===== src/rtl/config_loader_pkg.sv =====
// config_loader_pkg: loader state encoding and CRC-8 constants shared by the
// configuration loader and its optional CRC checker.
package config_loader_pkg;
  typedef enum logic [2:0] {IDLE, CLEAR, LOAD, SHIFT, CHECK, DONE, ERROR} state_e;
  localparam logic [7:0] CRC8_POLY = 8'h07;
  localparam logic [7:0] CRC8_INIT = 8'h00;
endpackage


===== src/rtl/config_crc8.sv =====
// config_crc8: bit-serial CRC-8 with an MSB-first register, consuming one chain
// bit per cycle in shift order.
module config_crc8
  import config_loader_pkg::*;
(
  input  logic       clock_i,
  input  logic       nreset_i,
  input  logic       clear_i,
  input  logic       bit_valid_i,
  input  logic       bit_i,
  output logic [7:0] crc_o
);
  logic [7:0] crc_q, crc_d;
  logic       fb;
  always_comb begin
    fb    = crc_q[7] ^ bit_i;
    crc_d = clear_i ? CRC8_INIT
          : bit_valid_i ? ({crc_q[6:0], 1'b0} ^ (fb ? CRC8_POLY : 8'h00)) : crc_q;
  end
  always_ff @(posedge clock_i)
    if (!nreset_i) crc_q <= CRC8_INIT;
    else           crc_q <= crc_d;
  assign crc_o = crc_q;
endmodule


===== src/rtl/config_loader.sv =====
// config_loader: clears the tile configuration chain, serialises host words into it
// LSB-first, then releases the fabric. CONFIG_LOADER_CRC_EN adds a trailing CRC-8 check.
module config_loader
  import config_loader_pkg::*;
#(
  parameter int CHAIN_LENGTH = 146,
  parameter int WORD_WIDTH   = 8,
  parameter int CLEAR_CYCLES = 2
) (
  input  logic                  clock_i,
  input  logic                  nreset_i,
  input  logic                  start_i,
  input  logic [WORD_WIDTH-1:0] word_data_i,
  input  logic                  word_valid_i,
  output logic                  word_ready_o,
  output logic                  config_out_o,
  output logic                  config_enable_o,
  output logic                  config_nreset_o,
  output logic                  fabric_nreset_o,
  output logic                  fabric_enable_o,
  output logic                  busy_o,
  output logic                  done_o,
  output logic                  error_o
);
  localparam int CW = $clog2(CHAIN_LENGTH + 1);
  localparam int IW = $clog2(WORD_WIDTH + 1);
  localparam int KW = $clog2(CLEAR_CYCLES + 1);
  localparam logic [CW-1:0] CNT_LAST = CW'(CHAIN_LENGTH - 1);
  localparam logic [IW-1:0] IDX_LAST = IW'(WORD_WIDTH - 1);
  localparam logic [KW-1:0] CLR_LAST = KW'(CLEAR_CYCLES - 1);

  state_e                  state_q, state_d;
  logic [CW-1:0]           cnt_q, cnt_d;
  logic [IW-1:0]           idx_q, idx_d;
  logic [KW-1:0]           clr_q, clr_d;
  logic [WORD_WIDTH-1:0]   sh_q, sh_d;
  logic                    config_nreset_q, config_nreset_d;
  logic                    fabric_nreset_q, fabric_nreset_d;
  logic                    fabric_enable_q, fabric_enable_d;
  logic                    xfer, chain_full, last_bit, crc_ok;

  assign xfer       = word_valid_i & word_ready_o;
  assign chain_full = cnt_q == CNT_LAST;
  assign last_bit   = chain_full || idx_q == IDX_LAST;

`ifdef CONFIG_LOADER_CRC_EN
  localparam state_e FULL_NEXT = CHECK;
  logic [7:0] crc;
  config_crc8 u_crc (
    .clock_i    (clock_i),
    .nreset_i   (nreset_i),
    .clear_i    (state_q == CLEAR),
    .bit_valid_i(config_enable_o),
    .bit_i      (sh_q[0]),
    .crc_o      (crc)
  );
  assign crc_ok = word_data_i[7:0] == crc;
`else
  localparam state_e FULL_NEXT = DONE;
  assign crc_ok = 1'b0;
`endif

  always_ff @(posedge clock_i)
    if (!nreset_i) begin
      state_q         <= IDLE;
      cnt_q           <= '0;
      idx_q           <= '0;
      clr_q           <= '0;
      sh_q            <= '0;
      config_nreset_q <= 1'b0;
      fabric_nreset_q <= 1'b0;
      fabric_enable_q <= 1'b0;
    end else begin
      state_q         <= state_d;
      cnt_q           <= cnt_d;
      idx_q           <= idx_d;
      clr_q           <= clr_d;
      sh_q            <= sh_d;
      config_nreset_q <= config_nreset_d;
      fabric_nreset_q <= fabric_nreset_d;
      fabric_enable_q <= fabric_enable_d;
    end

  always_comb begin
    state_d = state_q;
    case (state_q)
      IDLE, DONE, ERROR: if (start_i) state_d = CLEAR;
      CLEAR:             if (clr_q == CLR_LAST) state_d = LOAD;
      LOAD:              if (xfer) state_d = SHIFT;
      SHIFT:             if (last_bit) state_d = chain_full ? FULL_NEXT : LOAD;
      CHECK:             if (xfer) state_d = crc_ok ? DONE : ERROR;
      default:           state_d = IDLE;
    endcase
  end

  // Bits past the chain end in the last word are dropped by leaving SHIFT early.
  always_comb begin
    clr_d = state_q == CLEAR ? clr_q + 1'b1 : '0;
    cnt_d = state_q == CLEAR ? '0 : state_q == SHIFT ? cnt_q + 1'b1 : cnt_q;
    idx_d = state_q == SHIFT ? idx_q + 1'b1 : '0;
    sh_d  = (state_q == LOAD && xfer) ? word_data_i : state_q == SHIFT ? sh_q >> 1 : sh_q;
  end

  // Fabric reset lifts on DONE entry; enable follows one cycle later.
  always_comb begin
    word_ready_o    = state_q == LOAD || state_q == CHECK;
    config_enable_o = state_q == SHIFT;
    config_out_o    = config_enable_o & sh_q[0];
    busy_o          = state_q inside {CLEAR, LOAD, SHIFT, CHECK};
    done_o          = state_q == DONE;
    error_o         = state_q == ERROR;
    config_nreset_d = state_d != CLEAR;
    fabric_nreset_d = state_d == DONE;
    fabric_enable_d = state_q == DONE && state_d == DONE;
  end

  assign config_nreset_o = config_nreset_q;
  assign fabric_nreset_o = fabric_nreset_q;
  assign fabric_enable_o = fabric_enable_q;
endmodule


===== config.mk =====
export PLATFORM = sky130hd
export DESIGN_NAME = config_loader
export DESIGN_NICKNAME = d
export VERILOG_FILES = /design/src/rtl/config_loader_pkg.sv /design/src/rtl/config_crc8.sv /design/src/rtl/config_loader.sv
export SDC_FILE = /design/constraint.sdc
export NUM_CORES = 1
export LEC_CHECK = 0
export ABC_CLOCK_PERIOD_IN_PS = 1500
export BUFFER_PORTS_ARGS = -buffer_cell sky130_fd_sc_hd__buf_2
export CAP_MARGIN = 40
export CORE_MARGIN = 2
export CORE_UTILIZATION = 54
export CTS_CLUSTER_DIAMETER = 40
export CTS_CLUSTER_SIZE = 16
export DETAILED_ROUTE_END_ITERATION = 6
export GPL_ROUTABILITY_DRIVEN = 0
export PLACE_DENSITY_LB_ADDON = 0.12
export SYNTH_ARGS = -nofsm -noshare
export SYNTH_HDL_FRONTEND = slang
export SYNTH_SLANG_ARGS = --single-unit

===== constraint.sdc =====
create_clock -name clock_i -period 1.5 [get_ports clock_i]
set_input_delay 0 -clock clock_i [delete_from_list [all_inputs] [get_ports clock_i]]
set_output_delay 0 -clock clock_i [all_outputs]
set_load 0.005 [all_outputs]

Word level (Yosys, flattened, before mapping). Index checks and enable logic that the tools add are counted. W data, S select, Z words.

Register bits after elaboration: 28.

Add/sub/neg operators: 3. Equal/unequal tests: 11. Mux-type cells: 9. Bitwise logic cells: 3. Reduce and logical (&&, ||, !) cells: 11.

Operator list (count): $mux W3 (6); $mux W8 (2); $pmux W3 S5 (1); $eq A3 B3 Y1 const B (4); $add A8 B1 Y8 const B (1); $eq A8 B8 Y1 const B (1); $eq A3 B2 Y1 const B (2); $add A4 B1 Y4 const B (1); $eq A4 B3 Y1 const B (1); $reduce_and A2 Y1 (2); $reduce_bool A4 Y1 (1); $eq A3 B1 Y1 const B (1); $logic_not A3 Y1 (1); $ne A3 B1 Y1 const B (1); $reduce_or A3 Y1 (1); $add A2 B1 Y2 const B (1); $and A1 B1 Y1 (2); $eq A2 B1 Y1 const B (1); $logic_and A1 B1 Y1 (2); $logic_or A1 B1 Y1 (2); $reduce_bool A2 Y1 (1); $reduce_or A2 Y1 (1); $not A1 Y1 (1).

Longest topological paths before layout. Gate-level depths: netlist (run 1).

Word-level depth: 7. Gate-level depth with buffers: 6. Mapped depth without buffers: 6.

Least setup slack after synthesis (run 1). No wires, ideal clock.

Kind: register to register. From: reg cnt_q[0]. To: reg config_nreset_q (netlist: config_nreset_o). Data arrival time: 1.200 ns. Setup slack: 0.185 ns. Stages on the path, launching flop included: 6. Path buffers: 0. Period minus slack after synthesis: 1.315 ns. Cells stage by stage: dfxtp_1 ha_1 nor4bb_1 nand3_1 nor4b_4 o21a_1.

Longest elaborated chain between the ends: 5. Elaborated cells on any way between the ends: 6.

RTL lines: start, declared (line config_loader.sv:33) `logic [CW-1:0] cnt_q, cnt_d;`; start signal, assigned (line config_loader.sv:75) `cnt_q <= cnt_d;`; $eq A8 B8 Y1 (*) (line config_loader.sv:43) `assign chain_full = cnt_q == CNT_LAST;`; $mux W3 / $logic_or A1 B1 Y1 (equally long branches) (line config_loader.sv:90, config_loader.sv:44); $mux W3 (*) (line config_loader.sv:90) `SHIFT: if (last_bit) state_d = chain_full ? FULL_NEXT : LOAD;`; $pmux W3 S5 (*) (line config_loader.sv:86) `case (state_q)`; $ne A3 B1 Y1 (*) (line config_loader.sv:112) `config_nreset_d = state_d != CLEAR;`; end signal, assigned (line config_loader.sv:79) `config_nreset_q <= config_nreset_d;`; end, declared (line config_loader.sv:37) `logic config_nreset_q, config_nreset_d;`.

Every way passes the cells marked *; elsewhere a longest branch is shown, timed or not. A chain may end at the register's enable or synchronous reset.

Worst setup path after layout (run 1).
From: reg state_q[2]. To: out config_out_o.

Longest elaborated chain between the ends: 2.

RTL lines: start, declared (line config_loader.sv:32) `state_e state_q, state_d;`; start signal, assigned (line config_loader.sv:74) `state_q <= state_d;`; $eq A3 B2 Y1 (line config_loader.sv:107) `config_enable_o = state_q == SHIFT;`; $and A1 B1 Y1 (line config_loader.sv:108) `config_out_o = config_enable_o & sh_q[0];`; end, declared (line config_loader.sv:16) `output logic config_out_o,`.

Every way passes these cells.

==> results of run 1 <==
kinds of logic (layout without fill, tap and decap cells):
group | after synthesis | after routing | synth area share [%]
AOI/OAI and AO/OA | 29 | 29 | 13.9
muxes | 2 | 2 | 1.51
adders and majority gates | 4 | 4 | 3.77
buffers and inverters | 12 | 49 | 3.87
DFF | 28 | 28 | 42.3
xor gates and xnor gates | 11 | 11 | 7.26
and+or+nand+nor | 66 | 66 | 27.5
area by class of cell:
| cell class | instances | area [sq um] | area share (%) |
|---|---|---|---|
| clock buffer | 3 | 22.5 | 1.36 |
| inverter | 6 | 22.5 | 1.36 |
| multi-input combinational | 112 | 721 | 43.4 |
| timing repair buffer | 39 | 265 | 16.0 |
| tap | 28 | 35.0 | 2.11 |
| sequential | 28 | 563 | 33.9 |
| clock inverter | 1 | 30.0 | 1.81 |
metal layers:
layer | vias up | global-route usage, % | wire (microns)
met5 | - | 0 | 0
met4 | 0 | 4.27 | 17
met3 | 2 | 5.28 | 104
met2 | 28 | 36.6 | 1300
met1 | 529 | 22.6 | 1180
li1 | 593 | - | -
critical path: stages, from the launching register on:
cell	delay [ns]
dfxtp_2	0.37
nand3b_2	0.21
inv_2	0.24
and2_1	0.17
buf_2	0.10
cells in the final DEF (no fill, tap or decap), drive strengths merged, types with 4 or more instances in the layout:
master,n
dlygate4sd3,9
buf,30
inv,6
a22oi,6
a21boi,5
nand3,4
xor2,6
dfxtp,28
nor2,20
o21ai,6
nand2,13
nand3b,5
nand2b,4
a21oi,7
ha,4
xnor2,5
timing repair:
item                                    4_1_cts  5_1_grt
endpoints found under the hold margin         9        0
endpoints found under the setup margin        1        4
resized for setup                             1        2
hold buffers                                  9        0
power groups by stage:
stage	sequential [W]	combinational [W]	clock, W
5_1_grt	0.000788	0.000263	0.000534
2_1_floorplan	0.000801	0.000135	0
4_1_cts	0.000784	0.000234	0.000508
6_report	0.000785	0.000236	0.000495
3_3_place_gp	0.000799	0.000210	0
3_5_place_dp	0.000800	0.000215	0
through the flow:
| step | instance area [sq um] | instances | setup slack [ns] |
|---|---|---|---|
| final | 1660 | 217 | 0.0805 |
| after global routing | 1660 | 217 | 0.000351 |
| after CTS | 1660 | 217 | 0.0671 |
| after detailed placement | 1510 | 204 | 0.119 |
| after global placement | 1510 | 204 | 0.139 |
| after floorplan | 1330 | 152 | 0.185 |
worst paths after layout:
check / cells past startpoint / slack (ns) / to / startpoint
setup / recovery: 4 / 0.08 / config_out_o / state_q[2]$_SDFF_PN0_
hold reg to reg: 1 / 0.43 / clr_q[0]$_SDFF_PN0_ / clr_q[0]$_SDFF_PN0_
hold / removal: 3 / 0.09 / config_nreset_o$_SDFF_PN0_ / start_i
setup reg to reg: 6 / 0.10 / config_nreset_o$_SDFF_PN0_ / cnt_q[1]$_SDFFE_PP0P_
sequential cells by signal (all words and copies together), names as in the netlist:
| register | count |
|---|---|
| cnt_q | 8 |
| fabric_nreset_o | 1 |
| fabric_enable_o | 1 |
| config_nreset_o | 1 |
| clr_q | 2 |
| sh_q | 8 |
| idx_q | 4 |
| state_q | 3 |
==> flow_summary.json, run 1 <==
{
  "grt_pass1_wl_mm": 4.21,
  "cp-start-kind": "register",
  "netSwitchingFraction_pct": 23.5,
  "antenna_found_initial": 0,
  "ios": 21,
  "grtUsageTotal_pct": 19.8,
  "yosys-top-cells-area": "dfxtp_1, nor2_1, xor2_1, ha_1, nand2_1",
  "critPathMaxFanout": 15,
  "setup_tns_ns": 0,
  "tightest_slew_ns": 0.324,
  "grt_pass1_vias": 1057,
  "cts_buffers": 3,
  "clock-root-buffer": "clkbuf_4",
  "synthDistinctLibCells": 35,
  "finalHoldViolations": 0,
  "netSwitchingPower_w": 0.000355,
  "async_reset_ff_share_pct": 0,
  "avgSynthCellArea_sq_um": 8.73,
  "syn_to_final_growth_pct": 25.1,
  "drive_above_1_share_pct": 21.2,
  "initial_core_util_pct": 58.3,
  "fp.dieArea_sq_um": 2870,
  "wl_per_cell_microns": 12.0,
  "drc": 0,
  "die_x_microns": 53.6,
  "relSlewSlack_pct": 78.1,
  "rows": 17,
  "dr.pass1.iters": 4,
  "drt_iter0_markers": 14,
  "synth_most_common_cell": "dfxtp_1",
  "path_class": "reg2out",
  "clockBufferDepth": 2,
  "clk_latency_ns": 0.32,
  "internal_power_w": 0.00116,
  "synthFlopType": "dfxtp_1",
  "powerDensity_nw_per_um2": 913,
  "grt-ovfl-total": 0,
  "syn_area_sq_um": 1330,
  "syn_inst": 152,
  "crit_arrival_ns": 1.42,
  "synthesis.nets": 168,
  "drt_wl_total_mm": 2.61,
  "post-route-min-period_ns": 1.42,
  "clkPwrFrac_pct": 32.6,
  "rsz0062_at_grt": "false",
  "drv_cap": 0,
  "cts.sinks": 28,
  "ys_top_cells_by_count": "dfxtp_1, nor2_1, nand2_1",
  "crit_path_end_kind": "output port",
  "cts_setup_buffers": 0,
  "seq_area_frac_synth_pct": 42.3,
  "vdd_drop_max_v": 0.000835,
  "utilization_pct": 72.9,
  "yosysWarnings": 0,
  "hold_path.class": "in2reg",
  "port_buffers": 20,
  "fin_hold_ws_ns": 0.0941,
  "h-tree-depth": 1,
  "n_fill_cell": 173,
  "grt_start_max_net_pins": 17,
  "power_leakage_nw": 0.696,
  "num_vias": 1152,
  "die-height_microns": 53.6,
  "via_per_inst": 5.31,
  "synth_top_area_share_pct": 42.3,
  "coreArea_sq_um": 2280,
  "total_power_w": 0.00152,
  "nNetsFinal": 206,
  "status": "finished, final reports clean",
  "timing.final.crit_share_pct": 94.6,
  "synth_edf_count": 0,
  "cts_tree": "yes",
  "pwr-share-seq_pct": 51.8,
  "dp_hpwl_mm": 1.80,
  "synth_seq_cells": 28,
  "max_freq_mhz": 704,
  "slew_viol_final": 0,
  "cp.required_ns": 1.50,
  "yosysTopAreaCell": "dfxtp_1",
  "skew_ns": 0.00103,
  "path_clk_slew_ns": 0.15,
  "setup_viol": 0,
  "comb_power_share_pct": 15.5,
  "antenna_left": 0,
  "diodes": 0
}
No activity file was read; power rests on OpenSTA's default activity.
==> run 2: changes to the inputs <==
--- a/config.mk
+++ b/config.mk
@@ -8,8 +8,10 @@
 export ABC_CLOCK_PERIOD_IN_PS = 1500
 export BUFFER_PORTS_ARGS = -buffer_cell sky130_fd_sc_hd__buf_2
 export CAP_MARGIN = 40
+export CELL_PAD_IN_SITES_DETAIL_PLACEMENT = 0
+export CELL_PAD_IN_SITES_GLOBAL_PLACEMENT = 2
 export CORE_MARGIN = 2
-export CORE_UTILIZATION = 54
+export CORE_UTILIZATION = 33
 export CTS_CLUSTER_DIAMETER = 40
 export CTS_CLUSTER_SIZE = 16
 export DETAILED_ROUTE_END_ITERATION = 6
==> flow_summary.json, run 2 (synthesis gave the netlist of run 1 again) <==
{
  "cts_setup_buffers": 0,
  "worstHoldStart": "word_data_i[3]",
  "tightest_slew_ns": 0.316,
  "via_per_inst": 4.86,
  "wl_per_cell_microns": 12.0,
  "syn_to_final_growth_pct": 24.1,
  "cp.required_ns": 1.68,
  "powerDensity_nw_per_um2": 866,
  "hold_depth": 3,
  "grt_pass1_wl_mm": 4.84,
  "r2r_start": "state_q[2]$_SDFF_PN0_",
  "grt_pass1_vias": 1014,
  "timing.final.crit_share_pct": 92.3,
  "layout_common_cells": "dfxtp_1, nor2_1, buf_2",
  "n_fill_cell": 419,
  "crit_arrival_ns": 1.56,
  "skew_ns": 0.00364,
  "grt_start_max_net_pins": 16,
  "internal_power_w": 0.00106,
  "vdd_drop_max_v": 0.000368,
  "clk_latency_ns": 0.27,
  "final_common_cell": "dfxtp_1",
  "r2r_slack_ns": 0.12,
  "status": "finished, final reports clean",
  "h-tree-depth": 1,
  "cp-start-kind": "register",
  "drt_iter0_markers": 38,
  "comb_power_share_pct": 15.8,
  "hold_end": "sh_q[3]$_SDFFE_PN0P_",
  "antenna_left": 0,
  "setup_tns_ns": 0,
  "grt-ovfl-total": 0,
  "clkPwrFrac_pct": 29.0,
  "finalHoldViolations": 0,
  "clock-root-buffer": "clkbuf_8",
  "worst_r2r_path_depth": 5,
  "drc": 0,
  "netSwitchingPower_w": 0.000364,
  "fp.dieArea_sq_um": 4540,
  "dr.pass1.iters": 4,
  "worst_slack_ns": 0.115,
  "path_clk_slew_ns": 0.09,
  "max_freq_mhz": 722,
  "slew_viol_final": 0,
  "grtUsageTotal_pct": 14.0,
  "place_ws_ns": 0.0835,
  "setup_viol": 0,
  "reg2reg_to": "config_nreset_o$_SDFF_PN0_",
  "reg_top3": "cnt_q (8), sh_q (8), idx_q (4)",
  "rows": 23,
  "relSlewSlack_pct": 78.6,
  "num_vias": 1142,
  "diodes": 0,
  "cts.sinks": 28,
  "drt_wl_total_mm": 2.83,
  "crit_path_end_kind": "register",
  "port_buffers": 20,
  "post-route-min-period_ns": 1.38,
  "dp_hpwl_mm": 2.06,
  "die_x_microns": 67.4,
  "rsz0062_at_grt": "false",
  "drv_cap": 0,
  "die-height_microns": 67.4,
  "netSwitchingFraction_pct": 25.5,
  "initial_core_util_pct": 33.6,
  "antenna_found_initial": 0,
  "pwr-share-seq_pct": 55.2,
  "coreArea_sq_um": 3940,
  "cts_tree": "yes",
  "ios": 21,
  "clockBufferDepth": 2,
  "fin_hold_ws_ns": 0.00583,
  "cts_buffers": 3,
  "path_class": "reg2reg",
  "nNetsFinal": 203,
  "drive_above_1_share_pct": 22.2,
  "critPathMaxFanout": 14,
  "power_leakage_nw": 0.681,
  "hold_path.class": "in2reg"
}
==> run 2: changes by cell type in the layout (fill, tap and decap cells not counted) <==
cell | previous run | this run
dfxtp_1 | 26 | 25
nor4bb_1 | 0 | 1
clkbuf_8 | 0 | 3
dfxtp_4 | 0 | 1
nor4bb_2 | 1 | 0
bufinv_16 | 1 | 0
buf_6 | 0 | 2
dlygate4sd3_1 | 9 | 4
clkbuf_4 | 3 | 0
==> run 2: worst max path at each step <==
stage	startpoint	end	slack (ns)	depth (start not counted)
floorplan	cnt_q[0]$_SDFFE_PP0P_	config_nreset_o$_SDFF_PN0_	0.19	5
global placement	state_q[1]$_SDFF_PN0_	config_nreset_o$_SDFF_PN0_	0.10	5
detailed placement	state_q[2]$_SDFF_PN0_	config_nreset_o$_SDFF_PN0_	0.08	5
CTS	state_q[2]$_SDFF_PN0_	config_nreset_o$_SDFF_PN0_	0.05	5
global route	state_q[0]$_SDFF_PN0_	config_nreset_o$_SDFF_PN0_	0.003	5
finish	state_q[2]$_SDFF_PN0_	config_nreset_o$_SDFF_PN0_	0.12	5
==> run 2: area by class of cell <==
cell class                      count  area, sq um  share of cell area (%)
Multi-Input combinational cell    112          714                    43.4
Sequential cell                    28          567                    34.4
Timing Repair Buffer               36          238                    14.4
Tap cell                           50         62.6                    3.80
Clock buffer                        3         41.3                    2.51
Inverter                            6         22.5                    1.37
==> run 2: critical path, stage by stage, from the launching register on <==
cell	delay (ns)
dfxtp_2	0.36
nand3b_2	0.22
inv_2	0.22
nand3_1	0.16
nor4b_4	0.17
o21a_1	0.17
==> run 2: power by group through the flow <==
| stage | registers (W) | clock network (W) | logic (W) |
|---|---|---|---|
| after floorplan | 0.000801 | 0 | 0.000135 |
| after global routing | 0.000790 | 0.000452 | 0.000254 |
| after global placement | 0.000800 | 0 | 0.000214 |
| after CTS | 0.000785 | 0.000429 | 0.000225 |
| final | 0.000786 | 0.000414 | 0.000225 |
| after detailed placement | 0.000802 | 0 | 0.000217 |
==> run 2: per-layer routing <==
layer	wire, microns	vias to the layer above	global-route usage (%)	part of all wire (%)
met5	0	-	0	0
met4	36	0	5.36	1.3
met3	81	4	2.00	2.9
met2	1290	17	21.4	46
met1	1420	533	20.0	50
li1	-	588	-	-
==> run 2: metrics by stage <==
stage,instances,util [%],cell area [sq um],total power (W)
final,235,41.7,1650,0.00143
after global routing,235,41.7,1650,0.00150
after CTS,235,41.4,1630,0.00144
after detailed placement,228,39.3,1550,0.00102
after global placement,228,39.3,1550,0.00101
after floorplan,152,-,1330,0.000936
==> run 2: what timing repair did <==
item / CTS / global route
endpoints found under the hold margin: 4 / 0
endpoints found under the setup margin: 0 / 3
resized for setup: 0 / 6
hold buffers: 4 / 0
==> run 3: changes to the inputs <==
--- a/config.mk
+++ b/config.mk
@@ -16,6 +16,7 @@
 export CTS_CLUSTER_SIZE = 16
 export DETAILED_ROUTE_END_ITERATION = 6
 export GPL_ROUTABILITY_DRIVEN = 0
+export MAX_ROUTING_LAYER = met4
 export PLACE_DENSITY_LB_ADDON = 0.12
 export SYNTH_ARGS = -nofsm -noshare
 export SYNTH_HDL_FRONTEND = slang
==> flow_summary.json, run 3 (synthesis gave the netlist of run 1 again) <==
{
  "status": "finished, final reports clean",
  "drc": 0,
  "rsz0062_at_grt": "false",
  "crit_arrival_ns": 1.56,
  "clockBufferDepth": 2,
  "drv_cap": 0,
  "wl_per_cell_microns": 12.0,
  "dr.pass1.iters": 4,
  "slew_viol_final": 0,
  "antenna_found_initial": 0,
  "worst_slack_ns": 0.115,
  "fp.dieArea_sq_um": 4540,
  "ios": 21,
  "grt_start_max_net_pins": 16,
  "skew_ns": 0.00489,
  "syn_to_final_growth_pct": 24.1,
  "tightest_slew_ns": 0.316,
  "grt_pass1_wl_mm": 4.83,
  "cts_buffers": 3,
  "power_leakage_nw": 0.681,
  "cts.sinks": 28,
  "grt-ovfl-total": 0,
  "cts_tree": "yes",
  "setup_viol": 0,
  "place_ws_ns": 0.0835,
  "final_common_cell": "dfxtp_1",
  "hold_depth": 3,
  "max_freq_mhz": 722,
  "crit_path_start": "state_q[2]$_SDFF_PN0_",
  "reg_top3": "cnt_q (8), sh_q (8), idx_q (4)",
  "critPathMaxFanout": 14,
  "finalHoldViolations": 0,
  "via_per_inst": 4.83,
  "reg2reg_to": "config_nreset_o$_SDFF_PN0_",
  "port_buffers": 20,
  "n_fill_cell": 419,
  "die_x_microns": 67.4,
  "relSlewSlack_pct": 78.6,
  "initial_core_util_pct": 33.6,
  "powerDensity_nw_per_um2": 865,
  "path_class": "reg2reg",
  "r2r_start": "state_q[2]$_SDFF_PN0_",
  "hold_end": "sh_q[3]$_SDFFE_PN0P_",
  "layout_common_cells": "dfxtp_1, nor2_1, buf_2",
  "num_vias": 1134,
  "hold_path.class": "in2reg",
  "clk_latency_ns": 0.27,
  "h-tree-depth": 1,
  "grt_pass1_vias": 1014,
  "setup_tns_ns": 0,
  "path_clk_slew_ns": 0.09,
  "coreArea_sq_um": 3940,
  "drive_above_1_share_pct": 22.2,
  "drt_wl_total_mm": 2.81,
  "rows": 23,
  "diodes": 0,
  "cp.required_ns": 1.68,
  "nNetsFinal": 203,
  "total_power_w": 0.00142,
  "r2r_slack_ns": 0.12,
  "vdd_drop_max_v": 0.000365,
  "dp_hpwl_mm": 2.06,
  "clock-root-buffer": "clkbuf_8",
  "crit_path_end_kind": "register",
  "drt_iter0_markers": 35,
  "post-route-min-period_ns": 1.38,
  "cp-start-kind": "register",
  "die-height_microns": 67.4,
  "antenna_left": 0,
  "grtUsageTotal_pct": 14.4,
  "timing.final.crit_share_pct": 92.3,
  "worstHoldStart": "word_data_i[3]",
  "worst_r2r_path_depth": 5
}
==> run 3: cell counts in the layout (fill, tap and decap cells not counted) <==
Identical to the previous run, type by type.
==> run 3: worst max path at each step <==
stage / to / slack (ns) / cells past startpoint
2_1_floorplan: config_nreset_o$_SDFF_PN0_ / 0.19 / 5
5_1_grt: config_nreset_o$_SDFF_PN0_ / 0.003 / 5
4_1_cts: config_nreset_o$_SDFF_PN0_ / 0.05 / 5
3_3_place_gp: config_nreset_o$_SDFF_PN0_ / 0.10 / 5
6_report: config_nreset_o$_SDFF_PN0_ / 0.12 / 5
3_5_place_dp: config_nreset_o$_SDFF_PN0_ / 0.08 / 5
==> run 3: layout make-up <==
type / instances / area (sq um) / share of cell area [%]
multi-input combinational: 112 / 714 / 43.4
sequential: 28 / 567 / 34.4
timing repair buffer: 36 / 238 / 14.4
tap: 50 / 62.6 / 3.80
clock buffer: 3 / 41.3 / 2.51
inverter: 6 / 22.5 / 1.37
==> run 3: critical path: stages (launching register included) <==
cell      delay [ns]
dfxtp_2         0.35
nand3b_2        0.22
inv_2           0.22
nand3_1         0.16
nor4b_4         0.17
o21a_1          0.17
==> run 3: per-stage QoR <==
stage	cell area [sq um]	util (%)	instances	hold slack (ns)
floorplan	1330	-	152	0.153
global placement	1550	39.3	228	0.274
detailed placement	1550	39.3	228	0.282
CTS	1630	41.4	235	0.00475
global route	1650	41.7	235	0.0200
finish	1650	41.7	235	0.00597
==> run 3: timing repair <==
item,CTS,global route
resized for setup,0,6
hold buffers,4,0
endpoints found under the setup margin,0,3
setup buffers,0,0
endpoints found under the hold margin,4,0
==> run 3: where the power goes <==
part / internal, W / switching, W
registers: 0.000767 / 0.0000189
clock network: 0.000181 / 0.000231
logic: 0.000113 / 0.000112
total: 0.00106 / 0.000361
==> run 3: routing by layer <==
| metal | vias to the layer above | track usage (%) | routed length (microns) |
|---|---|---|---|
| li1 | 587 | - | - |
| met1 | 526 | 19.8 | 1400 |
| met2 | 17 | 21.7 | 1290 |
| met3 | 4 | 2.00 | 86 |
| met4 | 0 | 5.36 | 34 |
| met5 | - | - | 0 |
